File: src/rtl/eprom_programmer.sv
// eprom_programmer: erases a small parallel device, checks it reads blank,
// programs it from a valid/ready byte stream and verifies it by comparing a
// write-side checksum against a read-back checksum.
module eprom_programmer #(
  parameter int ADDR_W = 4,
  parameter int DATA_W = 8
) (
  input  logic              clk,
  input  logic              rst,
  input  logic              start,
  input  logic              in_valid,
  input  logic [DATA_W-1:0] in_data,
  output logic              in_ready,
  output logic [ADDR_W-1:0] mem_addr,
  output logic [DATA_W-1:0] mem_din,
  output logic              mem_we,
  output logic              mem_erase,
  input  logic [DATA_W-1:0] mem_data,
  output logic              busy,
  output logic              done,
  output logic [1:0]        err_code,
  output logic [ADDR_W-1:0] err_addr
);

  localparam logic [2:0] S_IDLE   = 3'd0;
  localparam logic [2:0] S_ERASE  = 3'd1;
  localparam logic [2:0] S_BLANK  = 3'd2;
  localparam logic [2:0] S_PROG   = 3'd3;
  localparam logic [2:0] S_WRITE  = 3'd4;
  localparam logic [2:0] S_VERIFY = 3'd5;
  localparam logic [2:0] S_DONE   = 3'd6;

  localparam logic [1:0] ERR_NONE   = 2'b00;
  localparam logic [1:0] ERR_BLANK  = 2'b01;
  localparam logic [1:0] ERR_VERIFY = 2'b10;

  logic [2:0]        state;
  logic [ADDR_W-1:0] cnt;
  logic [DATA_W-1:0] wdata;
  logic [DATA_W-1:0] sum_w;
  logic [DATA_W-1:0] sum_r;

  // Depth is a power of two, so the last address is all ones and cnt+1
  // wraps back to zero on its own.
  logic              last_addr;
  logic              blank_ok;
  logic [DATA_W-1:0] sum_r_next;

  assign last_addr  = (cnt == {ADDR_W{1'b1}});
  assign blank_ok   = (mem_data == {DATA_W{1'b1}});
  assign sum_r_next = sum_r + mem_data;

  // Strobes are pure decodes of the state register, so an asynchronous
  // reset clears them in the same instant it forces IDLE.
  assign in_ready  = (state == S_PROG);
  assign mem_we    = (state == S_WRITE);
  assign mem_erase = (state == S_ERASE);
  assign busy      = (state != S_IDLE);
  assign done      = (state == S_DONE);
  assign mem_addr  = cnt;
  assign mem_din   = wdata;

  // Sequencer: state, address counter, checksums and run status.
  // NOTE: every register here uses <= so all of them see the pre-edge values
  // of their neighbours; blocking assignments would make the result depend
  // on statement order.
  always_ff @(posedge clk or posedge rst) begin
    if (rst) begin
      state    <= S_IDLE;
      cnt      <= '0;
      wdata    <= '0;
      sum_w    <= '0;
      sum_r    <= '0;
      err_code <= ERR_NONE;
      err_addr <= '0;
    end else begin
      case (state)
        S_IDLE: begin
          if (start) begin
            state    <= S_ERASE;
            cnt      <= '0;
            sum_w    <= '0;
            sum_r    <= '0;
            err_code <= ERR_NONE;
            err_addr <= '0;
          end
        end
        S_ERASE: begin
          state <= S_BLANK;
          cnt   <= '0;
        end
        S_BLANK: begin
          if (!blank_ok) begin
            err_code <= ERR_BLANK;
            err_addr <= cnt;
            state    <= S_DONE;
          end else begin
            cnt <= cnt + 1'b1;
            if (last_addr) state <= S_PROG;
          end
        end
        S_PROG: begin
          if (in_valid) begin
            wdata <= in_data;
            sum_w <= sum_w + in_data;
            state <= S_WRITE;
          end
        end
        S_WRITE: begin
          cnt   <= cnt + 1'b1;
          state <= last_addr ? S_VERIFY : S_PROG;
        end
        S_VERIFY: begin
          sum_r <= sum_r_next;
          cnt   <= cnt + 1'b1;
          if (last_addr) begin
            if (sum_r_next != sum_w) err_code <= ERR_VERIFY;
            state <= S_DONE;
          end
        end
        S_DONE: begin
          state <= S_IDLE;
        end
        default: begin
          state <= S_IDLE;
        end
      endcase
    end
  end

endmodule
File: config.mk
export PLATFORM = sky130hd
export DESIGN_NAME = eprom_programmer
export DESIGN_NICKNAME = d
export VERILOG_FILES = /design/src/rtl/eprom_programmer.sv
export SDC_FILE = /design/constraint.sdc
export NUM_CORES = 1
export LEC_CHECK = 0
export CAP_MARGIN = 20
export CORE_MARGIN = 1.5
export CORE_UTILIZATION = 40
export DETAILED_ROUTE_END_ITERATION = 8
export PLACE_DENSITY = 0.67
export SLEW_MARGIN = 25
export SYNTH_ARGS = -nofsm -noshare
export SYNTH_HDL_FRONTEND = slang
export SYNTH_SLANG_ARGS = --single-unit
File: constraint.sdc
create_clock -name clk -period 3.9 [get_ports clk]
set_input_delay 0.39 -clock clk [delete_from_list [all_inputs] [get_ports clk]]
set_output_delay 0.39 -clock clk [all_outputs]
set_load 0.005 [all_outputs]
# Word level (Yosys, flattened, before mapping)
# Index checks and enable logic that the tools add are counted.
totals:
  register_bits: 37
  output_inout_bits: 23
classes:
  n_addsub: 3
  eq_ne: 16
  n_mux: 21
  n_reduce_logical: 15
op_table:
  columns: ["operator", "count"]
  rows:
  - ["8-bit case mux with 2 select lines", 2]
  - ["3-bit 2-to-1 mux", 6]
  - ["3-bit case mux with 6 select lines", 1]
  - ["8-bit adder", 2]
  - ["8-bit 2-to-1 mux", 2]
  - ["4-bit case mux with 4 select lines", 1]
  - ["4-bit 2-to-1 mux", 3]
  - ["2-bit inequality test (second input constant)", 6]
  - ["3-bit equality test (second input constant)", 3]
  - ["3-bit AND reduction", 3]
  - ["8-bit equality test (second input constant)", 1]
  - ["2-bit 2-to-1 mux", 4]
  - ["8-bit inequality test", 1]
  - ["4-bit case mux with 2 select lines", 1]
  - ["3-bit by 2-bit equality test with 1-bit output (second input constant)", 2]
  - ["2-bit case mux with 3 select lines", 1]
  - ["2-bit nonzero test", 3]
  - ["3-bit nonzero test", 2]
  - ["5-bit AND reduction", 1]
  - ["4-bit by 1-bit adder with 4-bit output (second input constant)", 1]
  - ["4-bit equality test (second input constant)", 1]
  - ["2-bit AND reduction", 2]
  - ["4-bit AND reduction", 1]
  - ["4-bit nonzero test", 1]
  - ["4 further kinds", 4]

# Logic depth before layout (Yosys ltp)
depth:
  word_depth: 5
  depth_mapped: 8
  depth_no_buf: 8

# Least setup slack after synthesis
# Ideal clock, no wire load.
synth_path:
  path_type: "input-to-reg"
  startpoint: "input port mem_data[0]"
  endpoint: "register err_code[1]"
  setup_time_ps: 128
  arrival_ps: 2341
  required_time_ps: 3772
  setup_slack_ps: 1432
  cell_stages: 8
  n_path_buf: 0
  path_cell_list: "ha_1 > fa_1 > xor2_1 > a311oi_1 > o311ai_1 > nor4_1 > a41oi_2 > mux2_1"
synth_via:
  elab_chain_cells: 4
synth_rtl:
  columns: ["item", "line", "rtl"]
  rows:
  - ["from (decl)", "18", "input logic [DATA_W-1:0] mem_data,"]
  - ["8-bit adder", "51", "assign sum_r_next = sum_r + mem_data;"]
  - ["8-bit inequality test", "117", "if (sum_r_next != sum_w) err_code <= ERR_VERIFY;"]
  - ["2-bit inequality test (no source line)", null, null]
  - ["5-bit AND reduction (no source line) *", null, null]
  - ["to (signal assigned)", "74", "err_code <= ERR_NONE;"]
  - ["to (signal assigned)", "84", "err_code <= ERR_NONE;"]
  - ["to (signal assigned)", "117", null]
  - ["to (decl)", "21", "output logic [1:0] err_code,"]
# Mark *: on every way between the ends. The rest lies on a longest branch, timed or not.
# A chain may end at the register's enable or synchronous reset.

# Worst setup path in the final report
# Same ends and word-level chain as after synthesis.

==> results.sh <==
export IMPL_die_w_um=81.3
export IMPL_netlist_area_leader_share_pct=37.7
export IMPL_dieArea_mm2=0.00661
export IMPL_critical_path_max_fanout=2
export IMPL_io_pins=43
export IMPL_path_cells="clkdlybuf4s50_1 -> ha_1 -> fa_1 -> xor2_1 -> a311oi_1 -> o311ai_1 -> nor4_1 -> a41oi_2 -> mux2_1"
export IMPL_tightestPinTransition_ns=0.812
export IMPL_cp_arrival_ns=3.06
export IMPL_synth_edff_count=0
export IMPL_holdBufCountCts=0
export IMPL_rows=28
export IMPL_p_leak_uw=0.00137
export IMPL_clock_path_buffers=2
export IMPL_multi_input_area_mm2=0.00146
export IMPL_antenna_cells=0
export IMPL_drc=0
export IMPL_path_clk_slew_ns=0.07
export IMPL_powerDensity_mw_per_mm2=722
export IMPL_cp_slowest_cell="fa_1"
export IMPL_setup_viol=0
export IMPL_fin_skew_ns=0.00327
export IMPL_cts_num_sinks=37
export IMPL_coreArea_mm2=0.00592
export IMPL_regArea_um2=926
export IMPL_antenna_found_initial=0
export IMPL_gp_congestion=0.930
export IMPL_cts_tree="yes"
export IMPL_detail_route_antenna_nets=0
export IMPL_drt_iter0_markers=101
export IMPL_required_ns=4.07
export IMPL_postRouteWirelength_um=5550
export IMPL_fin_crit_ns=2.90
export IMPL_fp_dieH_um=81.3
export IMPL_routed_via_count=2148
export IMPL_clock_latency_ns=0.28
export IMPL_avgViaCountPerCell=5.47
export IMPL_startpoint_type="input pin"
export IMPL_cpLargestDelayFamily="adder cells"
export IMPL_grt_max_degree=38
export IMPL_ys_flop_type="dfrtp_1"
export IMPL_cp_num_buf_inv=1
export IMPL_crit_type="in2reg"
export IMPL_numCtsBuffers=5
export IMPL_clockRootBuffer="clkbuf_8"
export IMPL_relSlewSlack_pct=45.8
export IMPL_synthesis_area_mm2=0.00245
export IMPL_yosys_warnings=0
export IMPL_grt_first_pass_wirelength_um=9430
export IMPL_wl_per_cell_um=14.1
export IMPL_ys_types=51
export IMPL_finalNetCount=354
export IMPL_cts_resized=0
export IMPL_status="complete, no violations"
export IMPL_htreeDepth=2
export IMPL_endpoint_kind="flip-flop"
export IMPL_syn_avg_cell_area_um2=8.89
export IMPL_port_buffers=42
export IMPL_synth_most_common_cell="nand2_1"
export IMPL_synth_seq_cells=37
export IMPL_rsz0062_at_grt="false"
export IMPL_hpwl_um=4160
export IMPL_worstHoldPathType="reg2reg"
export IMPL_critical_path_max_stage_delay_ns=0.49
export IMPL_post_cts_setup_buffer_count=0
export IMPL_drv_slew=0
export IMPL_synth_nets=313
export IMPL_final_setup_tns_ns=0
export IMPL_vdd_drop_max_mv=0.267
export IMPL_post_route_cell_area_mm2=0.00306
export IMPL_first_global_vias=2000
export IMPL_fmaxAchievable_mhz=345
export IMPL_firstDrtPassIters=4
export IMPL_ys_top_cells_by_area="dfrtp_1 38%, nand2_1 8.1%, ha_1 7.6%"
export IMPL_async_reset_ff_share_pct=100
export IMPL_maxCapViolCount=0
export IMPL_n_fill_cell=567
export IMPL_initial_core_util_pct=41.4
export IMPL_drive_gt1_share_pct=5.35
export IMPL_synth_common_cells="53 x nand2_1, 37 x dfrtp_1, 20 x nor2_1, 20 x o21ai_0"
export IMPL_synthCells=276
export IMPL_ys_seq_area_share_pct=37.7
export IMPL_hold_violations=0
export IMPL_grt_overflow=0
export IMPL_grt_use_total_pct=18.5
export IMPL_timing_final_crit_share_pct=74.3
export IMPL_synth_largest_area_cell="dfrtp_1"
export IMPL_area_growth_syn_to_layout_pct=24.6
export IMPL_placed_area_mm2=0.00294
worst reg2reg max path, cell delays in order, from the launching register on:
cell	delay, ns
dfrtp_1	0.38
ha_1	0.21
fa_1	0.49
xor2_1	0.16
a311oi_1	0.29
o311ai_1	0.15
nor4_1	0.39
a41oi_2	0.19
mux2_1	0.34
metrics by stage:
step	setup slack, ns	power (µW)	util (%)	std cells	hold slack [ns]
after global placement	0.832	1860	49.7	385	0.460
after detailed placement	0.734	1880	49.7	385	0.463
after global routing	0.887	2410	51.6	393	0.517
after floorplan	1.43	1480	-	276	0.454
final	1.00	2210	51.6	393	0.479
after CTS	1.03	2230	51.6	393	0.483
per-layer routing:
layer  vias to the layer above  part of all wire, %  global-route usage [%]
met2                        44                   46                    28.1
met3                         2                  3.2                    3.60
li1                       1075                    -                       -
met4                         0                 0.74                    5.86
met1                      1027                   50                    26.5
met5                         -                    0                       0
area by class of cell:
type                            instances  area share, %
Multi-Input combinational cell        222           47.9
Sequential cell                        37           30.3
Timing Repair Buffer                   43           14.0
Tap cell                               75           3.07
Clock buffer                            7           2.82
Clock inverter                          1          0.982
Inverter                                8          0.982
power breakdown:
group | switching [µW] | internal (µW) | total, µW
combinational | 568 | 590 | 1160
clock | 131 | 208 | 340
sequential | 183 | 527 | 710
cells in the final DEF, fill, tap and decap left out, types with 2 or more instances in the layout:
cell              n
o21a_1            2
o22ai_1           3
ha_1             15
o21ai_0          20
mux2i_1           4
inv_1             8
nor2_1           20
a31oi_1           3
xor2_1            9
nand4_1           3
nand3b_1          2
nor3_1            8
a21o_1            3
or3_1             3
fa_1              2
xnor2_1          11
a22o_1           13
clkbuf_8          6
o211ai_1          3
dfrtp_1          37
a21oi_1          15
nand3_1           3
nand2_1          53
o21ai_1           2
clkdlybuf4s50_1  42
final timing paths:
path	from	slack [ns]	cells after the start	endpoint
min in group asynchronous	rst	0.51	3	state[1]$_DFFE_PP0P_
max	mem_data[0]	1.00	9	err_code[1]$_DFFE_PP0P_
min reg2reg	mem_din[2]$_DFFE_PP0P_	0.48	2	mem_din[2]$_DFFE_PP0P_
max in group asynchronous	rst	3.04	3	err_addr[1]$_DFFE_PP0P_
max reg2reg	sum_r[0]$_DFFE_PP0P_	1.18	8	err_code[1]$_DFFE_PP0P_
min	mem_din[2]$_DFFE_PP0P_	0.48	2	mem_din[2]$_DFFE_PP0P_
state kept, by name, indices dropped and copies added, names as in the netlist:
name,count
sum_w,8
err_addr,4
mem_addr,4
sum_r,8
mem_din,8
err_code,2
state,3
logic make-up after synthesis:
| kind of cell | synth area share, % |
|---|---|
| compound gates | 20.7 |
| xor+xnor | 8.06 |
| fa+ha+maj | 9.28 |
| buf+inv | 2.65 |
| flops | 37.7 |
| mux | 2.09 |
| simple gates | 19.5 |
No activity file was read; power rests on OpenSTA's default activity.
